## config.mk

```make
export PLATFORM = sky130hd
export DESIGN_NAME = serial_adder_ctrl
export DESIGN_NICKNAME = d
export VERILOG_FILES = /design/src/rtl/serial_add_pkg.sv /design/src/rtl/full_adder.sv /design/src/rtl/serial_adder_ctrl.sv
export SDC_FILE = /design/constraint.sdc
export NUM_CORES = 1
export LEC_CHECK = 0
export ABC_CLOCK_PERIOD_IN_PS = 3380
export BUFFER_PORTS_ARGS = -buffer_cell sky130_fd_sc_hd__buf_4
export CORE_MARGIN = 5
export CORE_UTILIZATION = 30
export DETAILED_ROUTE_END_ITERATION = 10
export SKIP_CTS_REPAIR_TIMING = 1
export SLEW_MARGIN = 10
export SYNTH_ARGS = -nofsm -noshare
export SYNTH_HDL_FRONTEND = slang
export SYNTH_SLANG_ARGS = --single-unit
```

## constraint.sdc

```tcl
create_clock -name clk -period 3.38 [get_ports clk]
set_input_delay 0.507 -clock clk [delete_from_list [all_inputs] [get_ports clk]]
set_output_delay 0.507 -clock clk [all_outputs]
set_load 0.01 [all_outputs]
```

## src/rtl/serial_add_pkg.sv

```systemverilog
// Shared constants for the bit-serial adder controller: state encodings and default width.
package serial_add_pkg;

  localparam logic [1:0] ST_IDLE  = 2'd0;
  localparam logic [1:0] ST_SHIFT = 2'd1;
  localparam logic [1:0] ST_DONE  = 2'd2;

  localparam int SA_WIDTH = 8;

  typedef enum logic [1:0] {
    S_IDLE  = ST_IDLE,
    S_SHIFT = ST_SHIFT,
    S_DONE  = ST_DONE
  } sa_state_t;

endpackage

```

## src/rtl/full_adder.sv

```systemverilog
// One-bit full adder cell; the per-bit datapath reused every cycle by serial_adder_ctrl.
module full_adder (
  input  logic a,
  input  logic b,
  input  logic c,
  output logic sum,
  output logic carry
);

  assign sum   = a ^ b ^ c;
  assign carry = (a & b) | (a & c) | (b & c);

endmodule

```

## src/rtl/serial_adder_ctrl.sv

```systemverilog
// Bit-serial adder: one full_adder reused LSB-first over WIDTH bits with start/ready/done handshake.
// Optional signed-overflow output ovf is built when SERIAL_ADD_OVF_EN is defined.
module serial_adder_ctrl
  import serial_add_pkg::*;
#(
  parameter int WIDTH = SA_WIDTH
) (
  input  logic             clk,
  input  logic             rst,
  input  logic             start,
  input  logic [WIDTH-1:0] a,
  input  logic [WIDTH-1:0] b,
  input  logic             cin,
  output logic             ready,
  output logic             busy,
  output logic [WIDTH-1:0] sum,
  output logic             cout,
`ifdef SERIAL_ADD_OVF_EN
  output logic             ovf,
`endif
  output logic             done
);

  localparam int CNT_W = $clog2(WIDTH + 1);
  localparam logic [CNT_W-1:0] CNT_LAST = CNT_W'(WIDTH - 1);

  sa_state_t        state_q, state_nxt;
  logic [CNT_W-1:0] cnt_q;
  logic [WIDTH-1:0] a_sr_q, b_sr_q;
  logic             carry_q;
  logic             load, step, last;
  logic             fa_sum, fa_carry;
  logic [WIDTH:0]   sum_ext;

  full_adder u_fa (
    .a     (a_sr_q[0]),
    .b     (b_sr_q[0]),
    .c     (carry_q),
    .sum   (fa_sum),
    .carry (fa_carry)
  );

  // New sum bit enters at the MSB; after WIDTH steps bit 0 holds the first (LSB) result.
  assign sum_ext = {fa_sum, sum};
  assign last    = (cnt_q == CNT_LAST);
  assign ready   = (state_q == S_IDLE);
  assign busy    = (state_q == S_SHIFT);

  always_comb begin
    state_nxt = state_q;
    load      = 1'b0;
    step      = 1'b0;
    case (state_q)
      S_IDLE: begin
        if (start) begin
          load      = 1'b1;
          state_nxt = S_SHIFT;
        end
      end
      S_SHIFT: begin
        step = 1'b1;
        if (last) state_nxt = S_DONE;
      end
      S_DONE:  state_nxt = S_IDLE;
      default: state_nxt = S_IDLE;
    endcase
  end

  always_ff @(posedge clk) begin
    if (rst) begin
      state_q <= S_IDLE;
      done    <= 1'b0;
      cnt_q   <= '0;
      a_sr_q  <= '0;
      b_sr_q  <= '0;
      carry_q <= 1'b0;
      sum     <= '0;
      cout    <= 1'b0;
`ifdef SERIAL_ADD_OVF_EN
      ovf     <= 1'b0;
`endif
    end else begin
      state_q <= state_nxt;
      done    <= step & last;
      if (load) begin
        a_sr_q  <= a;
        b_sr_q  <= b;
        carry_q <= cin;
        cnt_q   <= '0;
      end else if (step) begin
        a_sr_q  <= a_sr_q >> 1;
        b_sr_q  <= b_sr_q >> 1;
        carry_q <= fa_carry;
        sum     <= sum_ext[WIDTH:1];
        cnt_q   <= cnt_q + 1'b1;
        if (last) begin
          cout <= fa_carry;
`ifdef SERIAL_ADD_OVF_EN
          // Carry into the MSB differing from carry out of it means signed overflow.
          ovf  <= carry_q ^ fa_carry;
`endif
        end
      end
    end
  end

endmodule

```

### Yosys cells after proc, flatten, opt, wreduce, memory -nomap -nowiden

Index checks and enable logic that the tools add are counted.

| operators by class | value |
|---|---|
| multiplexer cells | 12 |
| equality and inequality tests | 4 |
| add/sub/neg operators | 1 |
| reductions and logical operators | 6 |
| bitwise operators | 9 |

Operators by type and width:

| operator | count |
|---|---|
| 8-bit two-way mux | 4 |
| 1-bit two-way mux | 5 |
| 4-bit by 1-bit adder with 4-bit output, second input constant | 1 |
| 1-bit AND | 4 |
| 4-bit by 3-bit == test with 1-bit output, second input constant | 1 |
| 2-bit two-way mux | 2 |
| 2-bit one-hot mux with 2 select lines | 1 |
| 2-bit AND reduction | 2 |
| 3-bit AND reduction | 1 |
| 2-bit by 1-bit == test with 1-bit output, second input constant | 1 |
| 2-bit logical NOT | 1 |
| 2-bit by 1-bit inequality test with 1-bit output, second input constant | 1 |
| 2-bit inequality test, second input constant | 1 |
| 1-bit bitwise OR | 2 |
| 2-bit nonzero test | 1 |
| 2-bit OR reduction | 1 |
| 1-bit XOR | 2 |
| 1-bit NOT | 1 |

| storage, ports and cells | value |
|---|---|
| word-level logic and storage cells | 40 |
| input bits | 20 |
| output and inout bits | 12 |
| register bits after elaboration | 33 |

### Depth between registers and ports, before layout

Gate-level depths: netlist of run 1.

| logic depth | value |
|---|---|
| word-level depth | 5 |
| depth in mapped cells | 6 |
| depth with buffers taken out | 4 |

### Modules after synthesis

Synthesis of run 1 repeated with hierarchy kept, for this count alone.

| second synthesis, totals | value |
|---|---|
| cells, all modules | 165 |
| area total of the unflattened synthesis | 1,412.6 µm² |

By module, submodules not included:

| module | sequential area each (µm²) | times used | cells each | area each (µm²) |
|---|---|---|---|---|
| serial_adder_ctrl | 660.6 | 1 | 164 | 1,392.6 |
| full_adder | 0.0 | 1 | 1 | 20.0 |

### Worst setup path before layout of run 1

No wires, ideal clock.

| timing path | value |
|---|---|
| path kind | register -> output |
| from | register state_q[1] |
| to | output port busy |
| arrival | 0.965 ns |
| path buffers | 2 |
| slack | 1.908 ns |
| required time | 2.873 ns |
| stages on the path, launching flop included | 5 |
| path through | dfxtp_1 -> buf_2 -> nand2b_4 -> clkinv_1 -> buf_2 |

| between the ends | value |
|---|---|
| longest elaborated chain between the ends | 1 |

RTL lines:

| what | line | RTL |
|---|---|---|
| from (decl) | serial_adder_ctrl.sv:27 | `sa_state_t state_q, state_nxt;` |
| from (signal assigned) | serial_adder_ctrl.sv:83 | `state_q <= state_nxt;` |
| 2-bit by 1-bit == test with 1-bit output | serial_adder_ctrl.sv:47 | `assign busy = (state_q == S_SHIFT);` |
| to (decl) | serial_adder_ctrl.sv:15 | `output logic busy,` |

Every way passes these cells.

### Worst setup path in the final report of run 1

Ends and elaborated chain as after synthesis.

==> metrics.txt, run 1 <==
# TYPE chip_impl_metric gauge
chip_impl_info{name="ys_dominant_reg_cell",value="dfxtp_1"} 1
chip_impl_metric{name="critPathBufInv",unit=""} 3
chip_impl_info{name="kind_of_cell_with_the_highest_combined_delay_on_the_critical_path",value="flip-flops"} 1
chip_impl_info{name="cts_tree",value="done"} 1
chip_impl_metric{name="detail_route.first_pass.iterations",unit=""} 4
chip_impl_info{name="critical-path-top-cell-by-count",value="buf_4"} 1
chip_impl_metric{name="yosys.area.top_type_share",unit="%"} 46.07
chip_impl_info{name="ctsRootBufferMaster",value="clkbuf_8"} 1
chip_impl_info{name="worst-setup-path-type",value="reg -> out"} 1
chip_impl_metric{name="place.detailed.hpwl",unit="µm"} 1978
chip_impl_metric{name="timing.critical_path.required",unit="ns"} 2.87
chip_impl_metric{name="antenna_found_initial",unit=""} 0
chip_impl_metric{name="grt_start_max_net_pins",unit=""} 34
chip_impl_metric{name="synthesis.nets",unit=""} 189
chip_impl_metric{name="fp.dieW",unit="µm"} 79.14
chip_impl_metric{name="max_cap_viol_count",unit=""} 0
chip_impl_info{name="critical_path.endpoint_type",value="primary output"} 1
chip_impl_metric{name="route.final.wire_length",unit="µm"} 3022
chip_impl_metric{name="clock_skew",unit="ns"} 0.002964
chip_impl_metric{name="number_of_buffers_inserted_by_port_buffering",unit=""} 31
chip_impl_metric{name="tritoncts_num_sinks",unit=""} 33
chip_impl_info{name="netlist_top_cells_area",value="dfxtp_1 (46%), a21oi_1 (9.8%), nand2_1 (7.9%)"} 1
chip_impl_metric{name="avgViaCountPerCell",unit=""} 4.818
chip_impl_metric{name="die-area",unit="µm²"} 6262
chip_impl_metric{name="number_of_enable_flip_flop_cells_after_synthesis",unit=""} 0
chip_impl_metric{name="asyncSetResetFlopFracSynth",unit="%"} 0
chip_impl_metric{name="clk_path_buf_depth",unit=""} 2
chip_impl_info{name="startpoint_type",value="flip-flop"} 1
chip_impl_metric{name="initial_utilization",unit="%"} 30.56
chip_impl_metric{name="fp.dieH",unit="µm"} 79.14
chip_impl_info{name="worstPathCellList",value="nand2b_4 > clkinv_1 > buf_4 > buf_4"} 1
chip_impl_metric{name="achievable-frequency",unit="MHz"} 447.7
chip_impl_metric{name="first_global_vias",unit=""} 1105
chip_impl_metric{name="synthSimpleGateAreaFrac",unit="%"} 20.16
chip_impl_metric{name="antenna_cells_inserted",unit=""} 0
chip_impl_info{name="timing.hold.worst.class",value="reg -> reg"} 1
chip_impl_metric{name="floorplan.core_area",unit="µm²"} 4692
chip_impl_metric{name="final_hold_viol_count",unit=""} 0
chip_impl_metric{name="yosysUniqueCellTypes",unit=""} 29
chip_impl_metric{name="drive_above_1_share",unit="%"} 25.39
chip_impl_metric{name="slew-limit-headroom",unit="%"} 49.96
chip_impl_metric{name="synth-seq-area-share",unit="%"} 46.07
chip_impl_metric{name="worstSkewPairLatency",unit="ns"} 0.27
chip_impl_info{name="crit_path_top_delay_cell",value="dfxtp_1"} 1
chip_impl_metric{name="area_overhead_vs_synth",unit="%"} 21.03
chip_impl_metric{name="post_synth_xor_area_fraction",unit="%"} 1.222
chip_impl_metric{name="num_cts_buffers",unit=""} 5
chip_impl_metric{name="final_max_slew_viol_count",unit=""} 0
chip_impl_metric{name="cts-htree-levels",unit=""} 2
chip_impl_metric{name="yosys_register_bits",unit=""} 33
chip_impl_metric{name="grt_pass1_wl",unit="µm"} 5064
chip_impl_info{name="yosys.area.top_type",value="dfxtp_1"} 1
chip_impl_metric{name="worst_path_largest_cell_delay",unit="ns"} 0.53
chip_impl_metric{name="drc",unit=""} 0
chip_impl_metric{name="p_leak",unit="nW"} 0.6662
chip_impl_metric{name="netlist_area",unit="µm²"} 1434
chip_impl_metric{name="finalNetCount",unit=""} 214
chip_impl_metric{name="overflow",unit=""} 0
chip_impl_metric{name="track_usage",unit="%"} 10.26
chip_impl_info{name="rsz0062_at_grt",value="no"} 1
chip_impl_metric{name="synth_compound_area_share",unit="%"} 22.08
chip_impl_metric{name="synth_cells",unit=""} 167
chip_impl_metric{name="ant_nets",unit=""} 0
chip_impl_metric{name="routabilityCongestion",unit=""} 0.7218
chip_impl_metric{name="cts.reportedPaths.clkPinSlew",unit="ns"} 0.06
chip_impl_metric{name="worst_margin_slew",unit="ns"} 0.7498
chip_impl_metric{name="powerDensity",unit="nW/µm²"} 470.1
chip_impl_metric{name="final.min_clock_period",unit="ns"} 2.233
chip_impl_metric{name="setup-violations-final",unit=""} 0
chip_impl_info{name="combinational_family_with_the_most_area_after_synthesis",value="compound AO/OA/AOI/OAI gates"} 1
chip_impl_metric{name="power.ir.vdd_worst",unit="mV"} 0.1908
chip_impl_metric{name="drt_first_iter_violations",unit=""} 93
chip_impl_metric{name="timing.hold.ws",unit="ns"} 0.4564
chip_impl_metric{name="setup-tns-final",unit="ns"} 0
chip_impl_metric{name="routed-via-count",unit=""} 1190
chip_impl_metric{name="post_drt_wl_per_cell",unit="µm"} 12.23
chip_impl_metric{name="period_utilization",unit="%"} 66.08
chip_impl_metric{name="synth_fa_ha_area_share",unit="%"} 2.269
chip_impl_metric{name="row_count",unit=""} 25
chip_impl_info{name="outcome",value="finished, final reports clean"} 1
chip_impl_metric{name="cp.arrival",unit="ns"} 1.73
chip_impl_metric{name="path_max_fanout",unit=""} 32
chip_impl_metric{name="synth.area.mux_share",unit="%"} 0.6981
chip_impl_metric{name="floorplan.io_pins",unit=""} 32
chip_impl_metric{name="synth_area_per_cell",unit="µm²"} 8.586
chip_impl_metric{name="yosys_warnings",unit=""} 0
-- power breakdown --
group	internal (W)	total [W]	leakage (nW)	switching (W)
combinational	0.0000512	0.000111	0.351	0.0000596
sequential	0.000411	0.000427	0.270	0.0000161
clock	0.000142	0.000278	0.0450	0.000136
-- Yosys cell counts (all sizes together) (3+ instances only) --
| library cell | n |
|---|---|
| a21oi | 28 |
| nor2 | 16 |
| nand3 | 3 |
| o221a | 3 |
| a211oi | 13 |
| inv | 4 |
| dfxtp | 33 |
| nor3 | 5 |
| buf | 11 |
| nand2 | 30 |
| clkbuf | 3 |
-- placed cells by master (no fill, tap or decap), drive strengths merged, types with 4 or more instances in the layout --
master,instances
a211oi,13
a21oi,28
nor2,16
buf,32
nor3,5
inv,4
dfxtp,33
clkbuf,6
nand2,30
-- tightest hold or removal path, delay by kind of cell, from the launching register on --
| kind | cells | cell delay [ns] |
|---|---|---|
| compound gates | 1 | 0.05 |
| flops | 1 | 0.31 |
| simple gates | 1 | 0.05 |
-- per-stage QoR --
| step | instances | worst slack (ns) | utilization (%) | power, W | cell area, µm² |
|---|---|---|---|---|---|
| after floorplan | 167 | 1.908 | - | 0.0005153 | 1434 |
| after global placement | 239 | 1.456 | 35.23 | 0.0005463 | 1653 |
| after detailed placement | 239 | 1.446 | 35.23 | 0.0005478 | 1653 |
| after CTS | 247 | 1.141 | 36.99 | 0.0008313 | 1735 |
| after global routing | 247 | 1.023 | 36.99 | 0.0008688 | 1735 |
| final | 247 | 1.147 | 36.99 | 0.0008159 | 1735 |
-- routing by layer --
layer / vias up / track usage (%) / routed length, µm
met3: 4 / 3.741 / 188
met2: 23 / 15.74 / 1430
li1: 623 / - / -
met4: 0 / 4.124 / 25
met5: - / 0 / 0
met1: 540 / 13.01 / 1378
-- sequential cells by signal, indices dropped and copies added (netlist names) --
signal,flops
state_q,2
cout,1
cnt_q,4
carry_q,1
a_sr_q,8
sum,8
done,1
b_sr_q,8
-- logic make-up (layout without fill, tap and decap cells) --
group | Yosys count | count (layout)
flip-flops | 33 | 33
AND/OR/NAND/NOR | 62 | 62
XOR/XNOR | 2 | 2
buffers and inverters | 19 | 45
multiplexers | 1 | 1
AO/OA/AOI/OAI | 48 | 48
adder cells (fa/ha/maj) | 2 | 2
-- path summary, 6_finish.rpt --
path / startpoint / end / slack (ns) / cells past startpoint
setup / recovery: state_q[1] / busy / 1.15 / 4
hold / removal: sum[0] / sum[0] / 0.46 / 2
setup reg to reg: state_q[1] / cnt_q[1] / 1.73 / 5
hold reg to reg: sum[0] / sum[0] / 0.46 / 2
-- final cells by class --
class                   count  area, µm²
fillers                   499       2957
multi-input cells         115      665.6
clock buffers               6      72.57
repair buffers             32      240.2
clock inverters             2      10.01
flip-flops and latches     33      660.6
well taps                  54      67.56
inverters                   5      18.77
No activity file was read; power rests on OpenSTA's default activity.
==> inputs of run 2 (changes only) <==
Settings changed: ABC_AREA set to 1, ABC_CLOCK_PERIOD_IN_PS 3380 to 2200.
Clock period 3.38 ns to 2.2 ns, I/O delays scaled along.
==> run 2 against run 1 <==
Compared with the run above:
- critical path depth shrank 1
- hold slack lost 0.16 ns
- first-iteration DRC count shrank 33%
- critical endpoint unchanged
- largest power group unchanged
- sequential cell count is the same
- final area grew 8.9%
- total power grew 65%
- highest routed layer unchanged
- die area grew 6.5%
- routed wire length grew 7.0%
==> metrics.txt, run 2 <==
# TYPE chip_impl_metric gauge
chip_impl_info{name="outcome",value="finished, final reports clean"} 1
chip_impl_metric{name="track_usage",unit="%"} 10.85
chip_impl_metric{name="p_leak",unit="nW"} 0.8981
chip_impl_metric{name="yosys_warnings",unit=""} 0
chip_impl_metric{name="detail_route.first_pass.iterations",unit=""} 4
chip_impl_metric{name="slew-limit-headroom",unit="%"} 69.11
chip_impl_info{name="worst-setup-path-type",value="reg -> out"} 1
chip_impl_metric{name="drive_above_1_share",unit="%"} 18.95
chip_impl_metric{name="power.share.combinational",unit="%"} 13.9
chip_impl_metric{name="clkPwrFrac",unit="%"} 37.3
chip_impl_metric{name="row_count",unit=""} 26
chip_impl_info{name="startpoint_type",value="flip-flop"} 1
chip_impl_metric{name="antenna_cells_inserted",unit=""} 0
chip_impl_metric{name="num_cts_buffers",unit=""} 5
chip_impl_metric{name="number_of_buffers_inserted_by_port_buffering",unit=""} 31
chip_impl_metric{name="finalNetCount",unit=""} 269
chip_impl_metric{name="netlist_area",unit="µm²"} 1541
chip_impl_metric{name="cp.arrival",unit="ns"} 1.42
chip_impl_info{name="crit_path_top_delay_cell",value="dfxtp_1"} 1
chip_impl_metric{name="worst_path_largest_cell_delay",unit="ns"} 0.52
chip_impl_metric{name="place.detailed.hpwl",unit="µm"} 2268
chip_impl_info{name="worstReg2RegEnd",value="b_sr_q[7]"} 1
chip_impl_metric{name="routed-via-count",unit=""} 1389
chip_impl_metric{name="ant_nets",unit=""} 0
chip_impl_metric{name="final_cells",unit=""} 318
chip_impl_metric{name="first_global_vias",unit=""} 1280
chip_impl_metric{name="cts-htree-levels",unit=""} 2
chip_impl_metric{name="clock_skew",unit="ns"} 0.001764
chip_impl_info{name="timing.hold.worst.class",value="in -> reg"} 1
chip_impl_metric{name="yosysUniqueCellTypes",unit=""} 21
chip_impl_metric{name="setup-violations-final",unit=""} 0
chip_impl_info{name="worstReg2RegStart",value="state_q[0]"} 1
chip_impl_metric{name="avgViaCountPerCell",unit=""} 4.368
chip_impl_metric{name="fin_area",unit="µm²"} 1889
chip_impl_info{name="ys_dominant_reg_cell",value="dfxtp_1"} 1
chip_impl_info{name="netlist_top_cells_area",value="dfxtp_1 (43%), nand2_1 (15%), nand3_1 (9.7%)"} 1
chip_impl_metric{name="timing.critical_path.required",unit="ns"} 1.87
chip_impl_metric{name="synth_area_per_cell",unit="µm²"} 6.975
chip_impl_info{name="ctsRootBufferMaster",value="clkbuf_8"} 1
chip_impl_metric{name="synth_cells",unit=""} 221
chip_impl_metric{name="synth-seq-area-share",unit="%"} 42.86
chip_impl_metric{name="gr-usage-met2",unit="%"} 17.35
chip_impl_metric{name="initial_utilization",unit="%"} 30.57
chip_impl_metric{name="drt_first_iter_violations",unit=""} 62
chip_impl_metric{name="p_switching",unit="W"} 0.0003481
chip_impl_metric{name="setup-tns-final",unit="ns"} 0
chip_impl_metric{name="grt_use_met3",unit="%"} 3.399
chip_impl_metric{name="area_overhead_vs_synth",unit="%"} 22.56
chip_impl_info{name="cp-endpoint",value="busy"} 1
chip_impl_metric{name="placement.cell_area",unit="µm²"} 1788
chip_impl_metric{name="overflow",unit=""} 0
chip_impl_metric{name="yosys.area.top_type_share",unit="%"} 42.86
chip_impl_metric{name="reg2regPathDepth",unit=""} 5
chip_impl_metric{name="die-area",unit="µm²"} 6672
chip_impl_metric{name="route.final.wire_length",unit="µm"} 3233
chip_impl_metric{name="dp_cells",unit=""} 310
chip_impl_info{name="mostFrequentLayoutCell",value="nand2_1"} 1
chip_impl_metric{name="yosys_register_bits",unit=""} 33
chip_impl_metric{name="fp.dieW",unit="µm"} 81.68
chip_impl_metric{name="number_of_enable_flip_flop_cells_after_synthesis",unit=""} 0
chip_impl_info{name="yosys.area.top_type",value="dfxtp_1"} 1
chip_impl_metric{name="antenna_found_initial",unit=""} 0
chip_impl_metric{name="power.total",unit="W"} 0.001347
chip_impl_info{name="busiest_metal_layer_after_global_routing",value="met2"} 1
chip_impl_info{name="reg.largest.list",value="a_sr_q (8), b_sr_q (8), sum (8)"} 1
chip_impl_metric{name="p_sw_share",unit="%"} 25.84
chip_impl_metric{name="nFillCells",unit=""} 567
chip_impl_metric{name="synthesis.nets",unit=""} 243
chip_impl_info{name="worstPathCellList",value="inv_2 > nor2_4 > buf_4"} 1
chip_impl_info{name="final_cell_mix",value="nand2_1 (60), dfxtp_1 (33), buf_4 (32)"} 1
chip_impl_metric{name="final_core_util",unit="%"} 37.47
chip_impl_info{name="crit_start",value="state_q[0]"} 1
chip_impl_metric{name="worstSkewPairLatency",unit="ns"} 0.28
chip_impl_metric{name="worst_margin_slew",unit="ns"} 0.4615
chip_impl_metric{name="drc",unit=""} 0
chip_impl_info{name="critical_path.endpoint_type",value="primary output"} 1
chip_impl_metric{name="fp.dieH",unit="µm"} 81.68
chip_impl_metric{name="grt_pass1_wl",unit="µm"} 5575
chip_impl_metric{name="internal-power",unit="W"} 0.0009992
chip_impl_metric{name="max_cap_viol_count",unit=""} 0
chip_impl_metric{name="p_seq_share",unit="%"} 48.8
chip_impl_metric{name="grt_start_max_net_pins",unit=""} 22
chip_impl_metric{name="path_max_fanout",unit=""} 17
chip_impl_info{name="rsz0062_at_grt",value="no"} 1
chip_impl_metric{name="floorplan.io_pins",unit=""} 32
chip_impl_metric{name="post_drt_wl_per_cell",unit="µm"} 10.17
chip_impl_info{name="synthTopCellsByCount",value="nand2_1 (60), dfxtp_1 (33), nand3_1 (30), nor2_1 (25), inv_1 (20)"} 1
chip_impl_info{name="cts_tree",value="done"} 1
chip_impl_metric{name="power.ir.vdd_worst",unit="mV"} 0.3306
chip_impl_metric{name="reg2reg_slack",unit="ns"} 0.80
chip_impl_metric{name="asyncSetResetFlopFracSynth",unit="%"} 0
chip_impl_metric{name="routabilityCongestion",unit=""} 0.7127
chip_impl_metric{name="floorplan.core_area",unit="µm²"} 5042
chip_impl_metric{name="tritoncts_num_sinks",unit=""} 33
chip_impl_metric{name="final.min_clock_period",unit="ns"} 1.747
chip_impl_metric{name="period_utilization",unit="%"} 79.40
chip_impl_info{name="synth.most_common_cell",value="nand2_1"} 1
chip_impl_metric{name="grtUsageMet1",unit="%"} 13.49
chip_impl_metric{name="final_hold_viol_count",unit=""} 0
chip_impl_metric{name="clk_path_buf_depth",unit=""} 2
chip_impl_metric{name="final_max_slew_viol_count",unit=""} 0
chip_impl_metric{name="achievable-frequency",unit="MHz"} 572.5
chip_impl_metric{name="cts.reportedPaths.clkPinSlew",unit="ns"} 0.07
chip_impl_metric{name="powerDensity",unit="nW/µm²"} 713.1
## run 2: layout make-up
cell class	count	area, µm²	area share [%]
tap	70	87.58	4.636
timing repair buffer	32	240.2	12.72
multi-input combinational	153	716.9	37.95
clock buffer	7	96.34	5.099
sequential	33	660.6	34.97
clock inverter	1	5.005	0.2649
inverter	22	82.58	4.371
## run 2: how the worst min path moves through the flow
| stage | startpoint | to | slack (ns) | cells after the start |
|---|---|---|---|---|
| after floorplan | cnt_q[3] | cnt_q[3] | 0.44 | 2 |
| after global routing | a[7] | a_sr_q[7] | 0.30 | 3 |
| after CTS | a[7] | a_sr_q[7] | 0.29 | 3 |
| after detailed placement | b_sr_q[7] | b_sr_q[7] | 0.46 | 2 |
| after global placement | b_sr_q[7] | b_sr_q[7] | 0.45 | 2 |
| final | a[7] | a_sr_q[7] | 0.30 | 3 |
## run 2: layer usage
layer | share of wire [%] | up-vias
met1 | 50 | 609
met3 | 5.9 | 6
li1 | - | 743
met5 | 0 | -
met2 | 43 | 31
met4 | 1.7 | 0
## run 2: through the flow
stage	setup WS, ns	hold slack, ns
after floorplan	1.041	0.4391
after global placement	0.7712	0.4542
after detailed placement	0.7594	0.4560
after CTS	0.4399	0.2895
after global routing	0.3484	0.2976
final	0.4533	0.2966
## run 2: worst max-delay path: cells and delay by family, from the launching register on
kind	cells	cell delay (ns)
AND/OR/NAND/NOR	1	0.33
flip-flops	1	0.52
buffers and inverters	2	0.28
## run 2: cell families (layout without fill, tap and decap cells)
| group | Yosys count | in the layout | synth area share, % |
|---|---|---|---|
| xor+xnor | 1 | 1 | 0.5683 |
| simple gates | 121 | 121 | 33.69 |
| buf+inv | 35 | 62 | 10.63 |
| flops | 33 | 33 | 42.86 |
| compound gates | 29 | 29 | 10.15 |
| fa+ha+maj | 2 | 2 | 2.110 |
## run 2: power by group through the flow
stage / registers (W) / logic [W] / clock network, W
after floorplan: 0.000670 / 0.000129 / 0
after global placement: 0.000671 / 0.000188 / 0
after detailed placement: 0.000671 / 0.000191 / 0
after CTS: 0.000658 / 0.000191 / 0.000520
after global routing: 0.000663 / 0.000215 / 0.000549
final: 0.000657 / 0.000187 / 0.000503
==> inputs of run 3 (changes only) <==
Settings changed: ABC_CLOCK_PERIOD_IN_PS 2200 to 1600.
Clock period 2.2 ns to 1.6 ns, I/O delays scaled along.
==> run 3 against run 2 <==
Compared with the run above:
- core utilization shrank 0.099 points
- critical endpoint is now ready
- global-route usage hardly changed
- non-clock buffer count increased by 2
- largest cell class unchanged
- critical path depth shrank 1
==> metrics.txt, run 3 (same netlist as run 2, synthesis figures left out) <==
# TYPE chip_impl_metric gauge
chip_impl_info{name="worst-setup-path-type",value="reg -> out"} 1
chip_impl_metric{name="path_max_fanout",unit=""} 13
chip_impl_metric{name="finalNetCount",unit=""} 271
chip_impl_metric{name="reg2reg_slack",unit="ns"} 0.38
chip_impl_metric{name="cts-htree-levels",unit=""} 2
chip_impl_metric{name="detail_route.first_pass.iterations",unit=""} 4
chip_impl_metric{name="cts.reportedPaths.clkPinSlew",unit="ns"} 0.06
chip_impl_metric{name="area_overhead_vs_synth",unit="%"} 22.24
chip_impl_metric{name="hold-path-cell-count",unit=""} 3
chip_impl_metric{name="antenna_cells_inserted",unit=""} 0
chip_impl_metric{name="fp.dieW",unit="µm"} 81.68
chip_impl_info{name="timing.hold.worst.class",value="in -> reg"} 1
chip_impl_metric{name="drive_above_1_share",unit="%"} 18.80
chip_impl_metric{name="first_global_vias",unit=""} 1244
chip_impl_metric{name="setup-tns-final",unit="ns"} 0
chip_impl_metric{name="powerDensity",unit="nW/µm²"} 932.9
chip_impl_metric{name="reg2regPathDepth",unit=""} 5
chip_impl_metric{name="floorplan.core_area",unit="µm²"} 5042
chip_impl_info{name="hold_path_startpoint",value="a[7]"} 1
chip_impl_metric{name="floorplan.io_pins",unit=""} 32
chip_impl_metric{name="clk_path_buf_depth",unit=""} 2
chip_impl_info{name="rsz0062_at_grt",value="no"} 1
chip_impl_info{name="final_cell_mix",value="nand2_1 (60), buf_4 (34), dfxtp_1 (32)"} 1
chip_impl_metric{name="period_utilization",unit="%"} 87.61
chip_impl_metric{name="timing.critical_path.required",unit="ns"} 1.36
chip_impl_metric{name="worstSkewPairLatency",unit="ns"} 0.28
chip_impl_metric{name="place.detailed.hpwl",unit="µm"} 2310
chip_impl_metric{name="seqCellArea",unit="µm²"} 661.9
chip_impl_metric{name="timing.hold.ws",unit="ns"} 0.2160
chip_impl_metric{name="route.final.wire_length",unit="µm"} 3265
chip_impl_metric{name="final_max_slew_viol_count",unit=""} 0
chip_impl_metric{name="cp.arrival",unit="ns"} 1.16
chip_impl_metric{name="ant_nets",unit=""} 0
chip_impl_metric{name="final.min_clock_period",unit="ns"} 1.402
chip_impl_metric{name="setup-violations-final",unit=""} 0
chip_impl_info{name="ctsRootBufferMaster",value="clkbuf_8"} 1
chip_impl_metric{name="tritoncts_num_sinks",unit=""} 33
chip_impl_metric{name="number_of_buffers_inserted_by_port_buffering",unit=""} 31
chip_impl_metric{name="fp.dieH",unit="µm"} 81.68
chip_impl_metric{name="slew-limit-headroom",unit="%"} 68.13
chip_impl_metric{name="final_hold_viol_count",unit=""} 0
chip_impl_info{name="mostFrequentLayoutCell",value="nand2_1"} 1
chip_impl_info{name="worstReg2RegStart",value="state_q[0]"} 1
chip_impl_metric{name="grt_start_max_net_pins",unit=""} 22
chip_impl_metric{name="power.total",unit="W"} 0.001758
chip_impl_info{name="busiest_metal_layer_after_global_routing",value="met2"} 1
chip_impl_info{name="cts_tree",value="done"} 1
chip_impl_metric{name="routed-via-count",unit=""} 1397
chip_impl_metric{name="max_cap_viol_count",unit=""} 0
chip_impl_metric{name="grt_use_met3",unit="%"} 3.509
chip_impl_metric{name="grt_pass1_wl",unit="µm"} 5526
chip_impl_metric{name="achievable-frequency",unit="MHz"} 713.4
chip_impl_metric{name="die-area",unit="µm²"} 6672
chip_impl_metric{name="overflow",unit=""} 0
chip_impl_info{name="reg.largest.list",value="a_sr_q (8), b_sr_q (8), sum (8)"} 1
chip_impl_metric{name="grtUsageMet1",unit="%"} 13.46
chip_impl_info{name="hold-path-endpoint",value="a_sr_q[7]"} 1
chip_impl_metric{name="routabilityCongestion",unit=""} 0.7102
chip_impl_metric{name="avgViaCountPerCell",unit=""} 4.366
chip_impl_metric{name="post_drt_wl_per_cell",unit="µm"} 10.20
chip_impl_metric{name="p_leak",unit="nW"} 0.8931
chip_impl_metric{name="fin_ws",unit="ns"} 0.1983
chip_impl_metric{name="place_worst_setup_slack",unit="ns"} 0.3307
chip_impl_metric{name="drc",unit=""} 0
chip_impl_info{name="startpoint_type",value="flip-flop"} 1
chip_impl_info{name="worstReg2RegEnd",value="b_sr_q[7]"} 1
chip_impl_metric{name="nFillCells",unit=""} 560
chip_impl_metric{name="num_cts_buffers",unit=""} 5
chip_impl_info{name="critical_path.endpoint_type",value="primary output"} 1
chip_impl_metric{name="track_usage",unit="%"} 10.86
chip_impl_info{name="outcome",value="finished, final reports clean"} 1
chip_impl_metric{name="power.ir.vdd_worst",unit="mV"} 0.4951
chip_impl_metric{name="multi_input_comb_area",unit="µm²"} 716.9
chip_impl_metric{name="initial_utilization",unit="%"} 30.57
chip_impl_metric{name="row_count",unit=""} 26
chip_impl_metric{name="worst_margin_slew",unit="ns"} 0.4762
chip_impl_metric{name="drt_first_iter_violations",unit=""} 52
chip_impl_metric{name="antenna_found_initial",unit=""} 0
chip_impl_metric{name="gr-usage-met2",unit="%"} 17.10
chip_impl_metric{name="clock_skew",unit="ns"} 0.001819
## run 3: cell count changes in the layout (fill, tap and decap cells not counted)
cell / delta
clkbuf_1: +3
dfxtp_2: +1
buf_4: +2
clkinv_2: -1
clkbuf_8: -2
dfxtp_1: -1
## run 3: cell type report
type | instances | share of cell area [%]
inverter | 22 | 4.382
multi-input combinational | 153 | 38.05
tap | 70 | 4.648
clock buffer | 8 | 4.250
sequential | 33 | 35.13
timing repair buffer | 34 | 13.55
## run 3: per-stage QoR
step           area (µm²)  utilization (%)  cells
2_1_floorplan        1541                -    221
3_3_place_gp         1803            35.76    312
3_5_place_dp         1803            35.76    312
4_1_cts              1883            37.34    320
5_1_grt              1884            37.37    320
6_report             1884            37.37    320
## run 3: how the worst max path moves through the flow
stage | cells past startpoint | slack [ns] | start | end
after floorplan | 6 | 0.44 | state_q[0] | a_sr_q[1]
after global placement | 5 | 0.37 | state_q[0] | a_sr_q[7]
after CTS | 3 | 0.09 | state_q[0] | busy
after global routing | 3 | 0.12 | state_q[0] | busy
after detailed placement | 5 | 0.33 | state_q[0] | a_sr_q[7]
final | 2 | 0.20 | state_q[0] | ready
## run 3: layer usage
layer,wire (µm),vias to the layer above,share of wire (%)
met4,64,0,2.0
li1,-,749,-
met3,216,6,6.6
met5,0,-,0
met2,1446,34,44
met1,1538,608,47
## run 3: critical path: stages (launching register included)
cell	delay [ns]
dfxtp_2	0.37
nor2_4	0.32
buf_4	0.19
## run 3: power breakdown
part | internal (W) | switching [W]
combinational | 0.000118 | 0.000145
clock | 0.000309 | 0.000280
sequential | 0.000872 | 0.0000339
